`src/rtl/clock_time_set_pkg.sv`:
```
// clock_time_set_pkg: state encodings, BCD digit limits (CLOCK_12H_EN selects 12-hour hour limits) and the MODE step helper
package clock_time_set_pkg;
  typedef enum logic [1:0] {ST_RUN = 2'b00, ST_SET_HR = 2'b01, ST_SET_MIN = 2'b10} state_t;
  localparam int SEC_MAX_T = 5;
  localparam int SEC_MAX_O = 9;
  localparam int MIN_MAX_T = 5;
  localparam int MIN_MAX_O = 9;
`ifdef CLOCK_12H_EN
  localparam int HR_MAX_T = 1;
  localparam int HR_MAX_O = 2;
  localparam int HR_MIN_O = 1;
  localparam int HR_RST_T = 1;
  localparam int HR_RST_O = 2;
`else
  localparam int HR_MAX_T = 2;
  localparam int HR_MAX_O = 3;
  localparam int HR_MIN_O = 0;
  localparam int HR_RST_T = 0;
  localparam int HR_RST_O = 0;
`endif
  function automatic state_t step_mode(state_t s);
    return s == ST_RUN ? ST_SET_HR : s == ST_SET_HR ? ST_SET_MIN : ST_RUN;
  endfunction
endpackage

```
`src/rtl/clock_time_set_if.sv`:
```
// clock_time_set_if: tick/button inputs and BCD time/state outputs; master drives inputs, slave is the clock core; o_pm only with CLOCK_12H_EN
interface clock_time_set_if;
  logic i_sec_tick;
  logic i_mode_btn;
  logic i_inc_btn;
  logic [1:0] o_hr_t;
  logic [3:0] o_hr_o;
  logic [2:0] o_min_t;
  logic [3:0] o_min_o;
  logic [2:0] o_sec_t;
  logic [3:0] o_sec_o;
  logic [1:0] o_state;
`ifdef CLOCK_12H_EN
  logic o_pm;
  modport master(output i_sec_tick, i_mode_btn, i_inc_btn,
                 input o_hr_t, o_hr_o, o_min_t, o_min_o, o_sec_t, o_sec_o, o_state, o_pm);
  modport slave(input i_sec_tick, i_mode_btn, i_inc_btn,
                output o_hr_t, o_hr_o, o_min_t, o_min_o, o_sec_t, o_sec_o, o_state, o_pm);
`else
  modport master(output i_sec_tick, i_mode_btn, i_inc_btn,
                 input o_hr_t, o_hr_o, o_min_t, o_min_o, o_sec_t, o_sec_o, o_state);
  modport slave(input i_sec_tick, i_mode_btn, i_inc_btn,
                output o_hr_t, o_hr_o, o_min_t, o_min_o, o_sec_t, o_sec_o, o_state);
`endif
endinterface

```
`src/rtl/clock_time_set_bcd_mod_counter.sv`:
```
// bcd_mod_counter: two-digit BCD counter MIN..MAX with inc/clear (clear loads RST value), carry high when inc wraps MAX->MIN; ports clk, rst, inc, clear, t, o, carry
module bcd_mod_counter #(
  parameter int T_W = 3,
  parameter int MAX_T = 5,
  parameter int MAX_O = 9,
  parameter int MIN_T = 0,
  parameter int MIN_O = 0,
  parameter int RST_T = 0,
  parameter int RST_O = 0
) (
  input  logic           clk,
  input  logic           rst,
  input  logic           inc,
  input  logic           clear,
  output logic [T_W-1:0] t,
  output logic [3:0]     o,
  output logic           carry
);
  logic at_max;
  assign at_max = t == T_W'(MAX_T) && o == 4'(MAX_O);
  assign carry = inc && at_max;
  always_ff @(posedge clk)
    if (rst || clear) begin
      t <= T_W'(RST_T);
      o <= 4'(RST_O);
    end else if (inc) begin
      t <= at_max ? T_W'(MIN_T) : o == 4'd9 ? t + T_W'(1) : t;
      o <= at_max ? 4'(MIN_O) : o == 4'd9 ? 4'd0 : o + 4'd1;
    end
endmodule

```
`src/rtl/clock_time_set.sv`:
```
// clock_time_set: BCD HH:MM:SS clock with MODE/INC time setting and SET-state timeout; ports i_clk, i_rst, bus (clock_time_set_if.slave); CLOCK_12H_EN selects 12-hour with o_pm
module clock_time_set
  import clock_time_set_pkg::*;
#(
  parameter int SET_TIMEOUT = 30
) (
  input logic             i_clk,
  input logic             i_rst,
  clock_time_set_if.slave bus
);
  state_t state, nxt;
  logic mode_prev, inc_prev, mode_ev, inc_ev, set_st, timeout;
  logic sec_inc, sec_clr, min_inc, hr_inc, sec_carry, min_carry, hr_carry_unused;
  logic [5:0] tcnt;
  logic [2:0] sec_t, min_t;
  logic [3:0] sec_o, min_o, hr_o;
  logic [1:0] hr_t;
  assign mode_ev = bus.i_mode_btn && !mode_prev;
  assign inc_ev = bus.i_inc_btn && !inc_prev && !mode_ev;
  assign set_st = state == ST_SET_HR || state == ST_SET_MIN;
  // A press in the same cycle restarts the idle count, so it also suppresses the timeout
  assign timeout = SET_TIMEOUT != 0 && set_st && bus.i_sec_tick && !mode_ev && !inc_ev &&
                   tcnt == 6'(SET_TIMEOUT - 1);
  always_ff @(posedge i_clk)
    if (i_rst) state <= ST_RUN;
    else state <= nxt;
  always_comb nxt = mode_ev ? step_mode(state) : (set_st && !timeout) ? state : ST_RUN;
  assign sec_inc = state == ST_RUN && bus.i_sec_tick;
  assign sec_clr = (state == ST_SET_MIN && mode_ev) || timeout;
  assign min_inc = state == ST_RUN ? sec_carry : state == ST_SET_MIN && inc_ev;
  assign hr_inc = state == ST_RUN ? min_carry : state == ST_SET_HR && inc_ev;
  // prev regs start high so a button held through reset produces no event
  always_ff @(posedge i_clk)
    if (i_rst) begin
      mode_prev <= 1'b1;
      inc_prev <= 1'b1;
      tcnt <= '0;
    end else begin
      mode_prev <= bus.i_mode_btn;
      inc_prev <= bus.i_inc_btn;
      tcnt <= (nxt != state || mode_ev || inc_ev || !set_st) ? '0 : tcnt + 6'(bus.i_sec_tick);
    end
  bcd_mod_counter #(.T_W(3), .MAX_T(SEC_MAX_T), .MAX_O(SEC_MAX_O)) u_sec (
    .clk(i_clk), .rst(i_rst), .inc(sec_inc), .clear(sec_clr), .t(sec_t), .o(sec_o), .carry(sec_carry)
  );
  bcd_mod_counter #(.T_W(3), .MAX_T(MIN_MAX_T), .MAX_O(MIN_MAX_O)) u_min (
    .clk(i_clk), .rst(i_rst), .inc(min_inc), .clear(1'b0), .t(min_t), .o(min_o), .carry(min_carry)
  );
  bcd_mod_counter #(
    .T_W(2), .MAX_T(HR_MAX_T), .MAX_O(HR_MAX_O), .MIN_T(0), .MIN_O(HR_MIN_O),
    .RST_T(HR_RST_T), .RST_O(HR_RST_O)
  ) u_hr (
    .clk(i_clk), .rst(i_rst), .inc(hr_inc), .clear(1'b0), .t(hr_t), .o(hr_o), .carry(hr_carry_unused)
  );
`ifdef CLOCK_12H_EN
  logic pm;
  // AM/PM flips on the 11->12 hour step, both when running and when setting
  always_ff @(posedge i_clk)
    if (i_rst) pm <= 1'b0;
    else if (hr_inc && hr_t == 2'd1 && hr_o == 4'd1) pm <= !pm;
  assign bus.o_pm = pm;
`endif
  assign bus.o_hr_t = hr_t;
  assign bus.o_hr_o = hr_o;
  assign bus.o_min_t = min_t;
  assign bus.o_min_o = min_o;
  assign bus.o_sec_t = sec_t;
  assign bus.o_sec_o = sec_o;
  assign bus.o_state = state;
endmodule

```
`src/flat_wrapper.sv`:
```
// flat-port wrapper written by rule: the top's interface ports become plain ports
module clock_time_set_flat import clock_time_set_pkg::*;
#(
  parameter int SET_TIMEOUT = 30
)
  (i_clk, i_rst, bus_i_sec_tick, bus_i_mode_btn, bus_i_inc_btn, bus_o_hr_t, bus_o_hr_o, bus_o_min_t, bus_o_min_o, bus_o_sec_t, bus_o_sec_o, bus_o_state);
  clock_time_set_if bus_i ();
  input logic i_clk;
  input logic i_rst;
  input wire logic [$bits(bus_i.i_sec_tick)-1:0] bus_i_sec_tick;
  input wire logic [$bits(bus_i.i_mode_btn)-1:0] bus_i_mode_btn;
  input wire logic [$bits(bus_i.i_inc_btn)-1:0] bus_i_inc_btn;
  output wire logic [$bits(bus_i.o_hr_t)-1:0] bus_o_hr_t;
  output wire logic [$bits(bus_i.o_hr_o)-1:0] bus_o_hr_o;
  output wire logic [$bits(bus_i.o_min_t)-1:0] bus_o_min_t;
  output wire logic [$bits(bus_i.o_min_o)-1:0] bus_o_min_o;
  output wire logic [$bits(bus_i.o_sec_t)-1:0] bus_o_sec_t;
  output wire logic [$bits(bus_i.o_sec_o)-1:0] bus_o_sec_o;
  output wire logic [$bits(bus_i.o_state)-1:0] bus_o_state;
  assign bus_i.i_sec_tick = bus_i_sec_tick;
  assign bus_i.i_mode_btn = bus_i_mode_btn;
  assign bus_i.i_inc_btn = bus_i_inc_btn;
  assign bus_o_hr_t = bus_i.o_hr_t;
  assign bus_o_hr_o = bus_i.o_hr_o;
  assign bus_o_min_t = bus_i.o_min_t;
  assign bus_o_min_o = bus_i.o_min_o;
  assign bus_o_sec_t = bus_i.o_sec_t;
  assign bus_o_sec_o = bus_i.o_sec_o;
  assign bus_o_state = bus_i.o_state;
  clock_time_set #(.SET_TIMEOUT(SET_TIMEOUT)) u_core (.i_clk(i_clk), .i_rst(i_rst), .bus(bus_i));
endmodule
```
`config.mk`:
```
export PLATFORM = sky130hd
export DESIGN_NAME = clock_time_set_flat
export DESIGN_NICKNAME = d
export VERILOG_FILES = /design/src/rtl/clock_time_set_pkg.sv /design/src/rtl/clock_time_set_if.sv /design/src/rtl/clock_time_set_bcd_mod_counter.sv /design/src/rtl/clock_time_set.sv /design/src/flat_wrapper.sv
export SDC_FILE = /design/constraint.sdc
export NUM_CORES = 1
export LEC_CHECK = 0
export ABC_AREA = 1
export CAP_MARGIN = 20
export CELL_PAD_IN_SITES_DETAIL_PLACEMENT = 0
export CELL_PAD_IN_SITES_GLOBAL_PLACEMENT = 1
export CORE_MARGIN = 8
export CORE_UTILIZATION = 41
export CTS_CLUSTER_SIZE = 20
export DETAILED_ROUTE_END_ITERATION = 8
export PLACE_DENSITY = 0.9
export RECOVER_POWER = 50
export REMOVE_ABC_BUFFERS = 1
export SETUP_SLACK_MARGIN = 0.1
export SLEW_MARGIN = 0
export SYNTH_ARGS = -nofsm -noshare
export SYNTH_HDL_FRONTEND = slang
export SYNTH_HIERARCHICAL = 1
export SYNTH_SLANG_ARGS = --single-unit
```
`constraint.sdc`:
```
create_clock -name i_clk -period 7.4 [get_ports i_clk]
set_input_delay 1.48 -clock i_clk [delete_from_list [all_inputs] [get_ports i_clk]]
set_output_delay 1.48 -clock i_clk [all_outputs]
set_load 0.01 [all_outputs]
```
==> results of run 1 <==
## worst min-delay path: stages (launching register included)
cell,delay [ns]
dfxtp_1,0.36
nand2_1,0.09
a21oi_1,0.05
## cell type report
class,instances,area (um^2),share of cell area
clock inverter,1,5.00,0.00240
tap,50,62.6,0.0300
timing repair buffer,26,260,0.125
inverter,33,126,0.0607
clock buffer,7,86.3,0.0415
sequential,30,601,0.288
multi-input combinational,168,941,0.452
## layout by cell type, fill, tap and decap left out
cell type        count
nand2_1             56
nor2_1              36
inv_1               31
dfxtp_1             30
ha_1                16
clkdlybuf4s50_1     14
dlygate4sd3_1       12
nand3_1             12
nor2_2               9
o21ai_0              8
clkbuf_8             6
xor2_1               6
nand2_2              4
a21oi_1              4
xnor2_1              4
nor3_2               2
or2_2                2
conb_1               2
nor3b_1              2
clkbuf_1             1
clkinv_2             1
inv_4                1
inv_2                1
nor4_4               1
nand3_2              1
nand3b_1             1
nand4_1              1
or2_1                1
## state kept, by name, summed over array words and instances (netlist names)
register,flops
u_core/bus.o_state,2
u_core/inc_prev,1
u_core/mode_prev,1
u_core/tcnt,6
u_core/u_hr/o,4
u_core/u_hr/t,2
u_core/u_min/o,4
u_core/u_min/t,3
u_core/u_sec/o,4
u_core/u_sec/t,3
## power by group through the flow
| stage | sequential [uW] | combinational [uW] | clock, uW |
|---|---|---|---|
| final | 165 | 18.4 | 137 |
| after detailed placement | 169 | 18.7 | 0 |
| after global placement | 169 | 18.8 | 0 |
| after floorplan | 169 | 10.3 | 0 |
| after global routing | 166 | 21.0 | 149 |
| after CTS | 165 | 18.9 | 140 |
## per-stage QoR
stage                     utilization  instances  worst slack [ns]
final                           0.524        315              3.70
after global routing            0.524        315              3.35
after CTS                       0.528        315              3.71
after detailed placement        0.505        307              3.42
after global placement          0.505        307              3.49
after floorplan                     -        231              4.23
## layer usage
layer / track usage / routed length [um] / up-vias
met5: 0 / 0 / -
met4: 0.0491 / 53 / 0
met3: 0.0525 / 219 / 5
met2: 0.167 / 1300 / 23
met1: 0.131 / 1550 / 597
li1: - / - / 768
## worst paths after layout
path | from | to | slack [ns]
max reg2reg | u_core/bus.o_state[0]$_SDFF_PP0_ | u_core/u_hr/o[0]$_SDFFE_PP0P_ | 4.63
max | bus_i_sec_tick | u_core/u_hr/o[0]$_SDFFE_PP0P_ | 3.70
min reg2reg | u_core/u_hr/o[0]$_SDFFE_PP0P_ | u_core/u_hr/o[0]$_SDFFE_PP0P_ | 0.54
min | u_core/u_hr/o[0]$_SDFFE_PP0P_ | u_core/u_hr/o[0]$_SDFFE_PP0P_ | 0.54
==> impl_metrics.csv, run 1 <==
group,metric,value,unit
outcome,status,"finished, final reports clean",
placed_design,placed_area,0.00201,mm^2
layout,fin_area,0.00208,mm^2
synth,synth.cell_area,0.00168,mm^2
placed_design,portBuffers,26,
clock_tree,root_buffer,"clkbuf_8",
power,swShare,0.231,
worst_setup_path,cp_common_cell,"nand2_1",
die,std_cell_rows,23,
power,p_int,246,uW
placed_design,gp_congestion,0.800,
timing,setup_viol,0,
timing,hold_ws,0.542,ns
worst_setup_path,cp.required,7.62,ns
worst_setup_path,crit_cells,18,
timing,finalCritPeriodShare,0.499,
placed_design,hpwl,2360,um
power,seqPwrFrac,0.516,
drt,wl_per_cell,9.92,um
worst_setup_path,worst-r2r-cell-count,19,
die,core_area,0.00397,mm^2
grt,grt_usage,0.111,
grt,grt_remaining_overflow,0,
clock_tree,cts_tree,"done",
grt,antenna_found_initial,0,
drt,drt_iter0_drc,89,
clock_tree,clock_latency,0.28,ns
power,pwr_density_cell,154,mW/mm^2
clock_tree,clock_sinks,30,
grt,grt_max_degree,10,
worst_setup_path,start_kind,"primary input",
worst_setup_path,slowest_delay,0.50,ns
worst_setup_path,cp_slowest_cell,"clkdlybuf4s50_1",
grt,grt_pass1_vias,1355,
timing,slew_violations,0,
layout,nNetsFinal,285,
worst_setup_path,crit_type,"in -> reg",
worst_setup_path,crit_arrival,3.91,ns
clock_tree,hold_buffers,0,
worst_setup_path,cp_num_buf_inv,5,
die,initial_core_util,0.424,
die,die-area,0.00641,mm^2
worst_setup_path,cpLargestDelayFamily,"simple AND/OR/NAND/NOR gates",
power,power.total,320,uW
worst_setup_path,crit_fanout,8,
die,die_h,80.1,um
synth,syn_area_per_cell,7.29,um^2
power,p_leak,0.000930,uW
die,die_width,80.1,um
power,pwr-share-clk,0.426,
timing,final_hold_viol_count,0,
die,ioPinCount,27,
clock_tree,postCtsSetupBuffers,0,
clock_tree,clk_path_buf_depth,2,
power,p_sw,74.0,uW
synth,synthCells,231,
clock_tree,clk_pin_slew,0.06,ns
timing,period_needed,3.70,ns
drt,antenna_left,0,
timing,timing.setup.tns,0,ns
drt,drt_pass1_iterations,4,
hold_path,hold_depth,2,
drt,routed_wl,3130,um
synth,ys_warn_count,6,
flow_run,max_cap_viol_count,0,
layout,drive_above_1_share,0.106,
drt,vias_per_cell,4.42,
clock_tree,cts_made_buffers,5,
clock_tree,htreeDepth,2,
layout,syn_to_final_growth,23.6,%
hold_path,hp-class,"reg -> reg",
layout,n_antenna_cell,0,
timing,max_freq,271,MHz
drt,route.detailed.drc,0,
clock_tree,cts_resized,0,
worst_setup_path,cp_cell_sequence,"clkdlybuf4s50_1, nand2_1, inv_1, nand2_1, nor2_2, nand2_1, inv_1, nand2_1, nand2_1, nand2_1, nor2_2, nand2_1, inv_1, nand2_1, nand2_1, inv_1, or2_1, a21oi_1",
power,power_frac_comb,0.057,
layout,fill_cells,413,
timing,rsz0062_at_grt,"no",
power,peakVddDrop,0.0813,mV
timing,skew,0.00493,ns
worst_setup_path,end_kind,"flop",
drt,routed-via-count,1393,
grt,grt_pass1_wl,5660,um
(Power assumes the default switching activity.)
==> run 2: changes to the inputs <==
Settings changed: CORE_UTILIZATION 41 to 34, PLACE_DENSITY 0.9 to 0.8.
Clock period 7.4 ns to 3 ns, I/O delays scaled along.
==> run 2 against run 1 <==
Against the previous run: worst setup slack worse by 3.3 ns; highest routed layer unchanged; via count is 2.4% higher; combinational power grew to 2.5 times the previous value; largest cell class unchanged; critical path type unchanged; critical endpoint unchanged.
==> impl_metrics.csv, run 2 (synthesis gave the netlist of run 1 again) <==
group,metric,value,unit
layout,fin_util,0.447,
clock_tree,clock_sinks,30,
placed_design,gp_congestion,0.733,
drt,routed-via-count,1426,
drt,routed_wl,3200,um
hold_path,hold_depth,2,
layout,largest_register,"u_core/tcnt",
timing,slew_violations,0,
timing,finalCritPeriodShare,0.857,
drt,drt_iter0_drc,75,
layout,final_common_cell,"nand2_1",
worst_setup_path,cp_common_cell,"nand2_1",
flow_run,max_cap_viol_count,0,
layout,syn_to_final_growth,26.2,%
grt,grt_usage,0.0912,
power,power_frac_comb,0.059,
layout,instances_no_fill,334,
hold_path,hold_end,"u_core/u_hr/o[0]$_SDFFE_PP0P_",
worst_setup_path,r2r_end,"u_core/u_hr/o[0]$_SDFFE_PP0P_",
drt,antenna_left,0,
worst_setup_path,slowest_delay,0.50,ns
worst_setup_path,crit_fanout,8,
die,core_area,0.00475,mm^2
layout,final_cell_mix,"55 x nand2_1, 37 x nor2_1, 31 x inv_1",
worst_setup_path,cp_slowest_cell,"clkdlybuf4s50_1",
grt,grt_pass1_wl,5520,um
worst_setup_path,cp_cell_sequence,"clkdlybuf4s50_1, nand2_1, inv_1, nand2_1, nor2_2, nand2_1, inv_1, nand2_1, nand2_1, nand2_1, nor2_2, nand2_1, inv_1, nand2_1, nand2_1, inv_1, or2_1, a21oi_1",
hold_path,hold_start,"u_core/u_hr/o[0]$_SDFFE_PP0P_",
power,pwr_density_cell,370,mW/mm^2
grt,grt_remaining_overflow,0,
power,p_int,608,uW
worst_setup_path,crit_arrival,2.78,ns
timing,final_hold_viol_count,0,
drt,wl_per_cell,9.57,um
grt,antenna_found_initial,0,
clock_tree,hold_buffers,0,
power,peakVddDrop,0.170,mV
clock_tree,cts_tree,"done",
die,die-area,0.00746,mm^2
worst_setup_path,crit_cells,18,
worst_setup_path,crit_type,"in -> reg",
placed_design,pre_cts_ws,0.103,ns
timing,skew,0.00470,ns
layout,nNetsFinal,287,
power,p_leak,0.000939,uW
clock_tree,clock_latency,0.28,ns
grt,grt_max_degree,10,
power,seqPwrFrac,0.518,
layout,largest_reg_flops,6,
power,pwr-share-clk,0.423,
drt,route.detailed.drc,0,
clock_tree,htreeDepth,2,
timing,setup_viol,0,
drt,vias_per_cell,4.27,
worst_setup_path,cp_num_buf_inv,5,
timing,timing.setup.tns,0,ns
placed_design,dp.cells,326,
timing,period_needed,2.57,ns
timing,rsz0062_at_grt,"no",
die,ioPinCount,27,
die,std_cell_rows,25,
die,die_width,86.4,um
layout,drive_above_1_share,0.120,
clock_tree,root_buffer,"clkbuf_8",
worst_setup_path,rr_startpoint,"u_core/bus.o_state[1]$_SDFF_PP0_",
grt,grt_pass1_vias,1276,
power,swShare,0.227,
worst_setup_path,cp.required,3.21,ns
clock_tree,postCtsSetupBuffers,0,
hold_path,hp-class,"reg -> reg",
drt,drt_pass1_iterations,4,
clock_tree,clk_pin_slew,0.06,ns
worst_setup_path,start_kind,"primary input",
outcome,status,"finished, final reports clean",
worst_setup_path,end_kind,"flop",
die,initial_core_util,0.354,
placed_design,portBuffers,26,
layout,n_antenna_cell,0,
die,die_h,86.4,um
timing,worst_slack,0.429,ns
worst_setup_path,r2r_slack,0.49,ns
timing,max_freq,389,MHz
worst_setup_path,worst-r2r-cell-count,19,
clock_tree,cts_made_buffers,5,
power,p_sw,179,uW
placed_design,hpwl,2440,um
worst_setup_path,cpLargestDelayFamily,"simple AND/OR/NAND/NOR gates",
clock_tree,clk_path_buf_depth,2,
[run 2: worst max path at each step]
stage,slack [ns],startpoint,to
finish,0.43,bus_i_sec_tick,u_core/u_hr/o[0]$_SDFFE_PP0P_
global route,0.14,bus_i_sec_tick,u_core/u_hr/o[0]$_SDFFE_PP0P_
CTS,0.39,u_core/bus.o_state[1]$_SDFF_PP0_,u_core/u_hr/o[0]$_SDFFE_PP0P_
detailed placement,0.10,bus_i_sec_tick,u_core/u_hr/o[0]$_SDFFE_PP0P_
global placement,0.18,bus_i_sec_tick,u_core/u_hr/o[0]$_SDFFE_PP0P_
floorplan,0.58,u_core/bus.o_state[1]$_SDFF_PP0_,u_core/u_hr/o[0]$_SDFFE_PP0P_
[run 2: worst register-to-register path: cells and delay by family, from the launching register on]
| family | cells | cell delay (ns) |
|---|---|---|
| buffers and inverters | 5 | 0.42 |
| adders and majority gates | 1 | 0.25 |
| DFF | 1 | 0.35 |
| and+or+nand+nor | 12 | 1.28 |
| AOI/OAI and AO/OA | 1 | 0.13 |
[run 2: routing by layer]
metal,up-vias,GRT usage,share of wire
met2,24,0.135,0.41
met4,0,0.0563,0.026
met1,620,0.111,0.51
li1,775,-,-
met5,-,0,0
met3,7,0.0293,0.057
[run 2: final cells by class]
type / instances / area [um^2]
fill: 522 / 2630
sequential: 30 / 601
tap: 67 / 83.8
multi-input combinational: 168 / 948
clock inverter: 1 / 5.00
clock buffer: 7 / 86.3
inverter: 33 / 126
timing repair buffer: 28 / 275
[run 2: what timing repair did]
item | CTS | global route
resized for setup | 0 | 1
hold endpoints to repair | 0 | 0
setup endpoints to repair | 0 | 1
[run 2: power by group through the flow]
stage	clock (uW)	sequential [uW]	combinational, uW
floorplan	0	418	25.5
global placement	0	417	47.7
detailed placement	0	417	48.1
CTS	350	408	48.4
global route	366	408	53.0
finish	333	408	46.5
[run 2: stage by stage]
step / power, uW / hold WS [ns] / cell area (um^2)
after floorplan: 443 / 0.512 / 1680
after global placement: 464 / 0.518 / 2040
after detailed placement: 465 / 0.528 / 2040
after CTS: 806 / 0.545 / 2130
after global routing: 827 / 0.560 / 2130
final: 787 / 0.535 / 2130
==> run 3: changes to the inputs <==
Settings changed: PLACE_DENSITY 0.8 to default, PLACE_DENSITY_LB_ADDON from default to 0.1, SLEW_MARGIN 0 to default.
==> run 3 against run 2 <==
Against the previous run: worst hold slack about the same; critical path type unchanged; fmax grew 2.1%; via count is 2.5% lower; critical endpoint unchanged; wire length grew 3.8%; worst setup slack gained 0.054 ns; highest routed layer unchanged; sequential power about the same; design area grew 0.88%; non-clock buffer count up 1.
==> impl_metrics.csv, run 3 (synthesis gave the netlist of run 1 again) <==
group,metric,value,unit
die,initial_core_util,0.354,
die,std_cell_rows,25,
layout,multi_input_area,941,um^2
drt,route.detailed.drc,0,
drt,vias_per_cell,4.15,
worst_setup_path,cp_num_buf_inv,5,
layout,fill_cells,530,
drt,routed-via-count,1391,
timing,skew,0.00484,ns
layout,largest_reg_flops,6,
drt,drt_iter0_drc,45,
flow_run,max_cap_viol_count,0,
placed_design,portBuffers,26,
timing,final_hold_viol_count,0,
clock_tree,clock_sinks,30,
die,core_area,0.00475,mm^2
timing,timing.setup.tns,0,ns
clock_tree,cts_made_buffers,5,
die,ioPinCount,27,
drt,routed_wl,3320,um
clock_tree,clk_pin_slew,0.07,ns
timing,slew_violations,0,
drt,drt_pass1_iterations,4,
worst_setup_path,cp_slowest_cell,"clkdlybuf4s50_1",
grt,grt_usage,0.0943,
timing,finalCritPeriodShare,0.839,
layout,fin_area,0.00214,mm^2
grt,grt_remaining_overflow,0,
placed_design,gp_congestion,0.747,
hold_path,hp-class,"reg -> reg",
layout,n_antenna_cell,0,
timing,hold_ws,0.535,ns
power,pwr_density_cell,391,mW/mm^2
clock_tree,root_buffer,"clkbuf_8",
clock_tree,clock_latency,0.28,ns
outcome,status,"finished, final reports clean",
clock_tree,clk_path_buf_depth,2,
layout,drive_above_1_share,0.119,
layout,final_cell_mix,"56 x nand2_1, 36 x nor2_1, 31 x inv_1",
clock_tree,htreeDepth,2,
grt,antenna_found_initial,0,
worst_setup_path,crit_fanout,8,
drt,wl_per_cell,9.90,um
worst_setup_path,start_kind,"primary input",
worst_setup_path,end_kind,"flop",
placed_design,placed_area,0.00205,mm^2
worst_setup_path,slowest_delay,0.50,ns
grt,grt_pass1_vias,1261,
worst_setup_path,cpLargestDelayFamily,"simple AND/OR/NAND/NOR gates",
die,die-area,0.00746,mm^2
timing,period_needed,2.52,ns
layout,largest_register,"u_core/tcnt",
die,die_width,86.4,um
worst_setup_path,cp_common_cell,"nand2_1",
power,p_leak,0.000953,uW
placed_design,hpwl,2500,um
worst_setup_path,crit_arrival,2.73,ns
layout,syn_to_final_growth,27.3,%
placed_design,dp.cells,327,
worst_setup_path,cp_cell_sequence,"clkdlybuf4s50_1, nand2_1, inv_1, nand2_1, nor2_2, nand2_1, inv_1, nand2_1, nand2_1, nand2_1, nor2_2, nand2_1, inv_1, nand2_1, nand2_1, inv_1, or2_1, a21oi_1",
layout,instances_no_fill,335,
worst_setup_path,cp.required,3.21,ns
layout,final_common_cell,"nand2_1",
timing,rsz0062_at_grt,"no",
drt,antenna_left,0,
clock_tree,postCtsSetupBuffers,0,
layout,seq_area,601,um^2
timing,setup_viol,0,
layout,nNetsFinal,288,
worst_setup_path,crit_type,"in -> reg",
die,die_h,86.4,um
clock_tree,cts_resized,0,
power,power.total,839,uW
grt,grt_pass1_wl,5640,um
grt,grt_max_degree,10,
clock_tree,hold_buffers,0,
power,peakVddDrop,0.187,mV
clock_tree,cts_tree,"done",
timing,max_freq,397,MHz
## run 3: changes by cell type in the layout (fill, tap and decap cells not counted), sizes merged
cell and change:
buf +1, clkbuf +1, clkdlybuf4s50 +1, clkinv -1, dlygate4sd3 -1
## run 3: report_power, final
part	internal [uW]	total [uW]	switching [uW]
sequential	403	408	4.63
combinational	20.5	46.3	25.8
clock	231	385	153
total	655	839	184
## run 3: cell type report
type                            count  share of cell area
Timing Repair Buffer               29               0.132
Multi-Input combinational cell    168               0.439
Tap cell                           67              0.0391
Inverter                           33              0.0589
Sequential cell                    30               0.280
Clock buffer                        8              0.0513
## run 3: path summary, 6_finish.rpt
| check | start | to | slack [ns] | depth (start not counted) |
|---|---|---|---|---|
| worst min-delay path | u_core/u_sec/o[0]$_SDFFE_PP0P_ | u_core/u_sec/o[0]$_SDFFE_PP0P_ | 0.54 | 2 |
| worst max-delay path | bus_i_sec_tick | u_core/u_hr/o[0]$_SDFFE_PP0P_ | 0.48 | 18 |
| worst min register to register | u_core/u_sec/o[0]$_SDFFE_PP0P_ | u_core/u_sec/o[0]$_SDFFE_PP0P_ | 0.54 | 2 |
| worst max register to register | u_core/bus.o_state[1]$_SDFF_PP0_ | u_core/u_hr/o[0]$_SDFFE_PP0P_ | 0.52 | 19 |
## run 3: worst register-to-register path, stage by stage (launching register included)
cell     delay (ns)
dfxtp_1        0.35
inv_1          0.14
ha_1           0.28
nand2_1        0.08
inv_1          0.07
nand2_1        0.06
nor2_2         0.10
nand2_1        0.07
inv_1          0.06
nand2_1        0.05
nand2_1        0.09
nand2_1        0.06
nor2_2         0.16
nand2_1        0.09
inv_1          0.06
nand2_1        0.04
nand2_1        0.22
inv_1          0.09
or2_1          0.21
a21oi_1        0.13
## run 3: through the flow
step	util	setup WS, ns
4_1_cts	0.454	0.483
6_report	0.451	0.483
2_1_floorplan	-	0.581
5_1_grt	0.451	0.140
3_5_place_dp	0.431	0.205
3_3_place_gp	0.431	0.249
## run 3: metal layers
metal / routed length (um) / vias to the layer above / global-route usage / part of all wire
met4: 70 / 0 / 0.0516 / 0.021
li1: - / 773 / - / -
met5: 0 / - / 0 / 0
met1: 1690 / 591 / 0.116 / 0.51
met3: 238 / 6 / 0.0416 / 0.072
met2: 1320 / 21 / 0.133 / 0.40
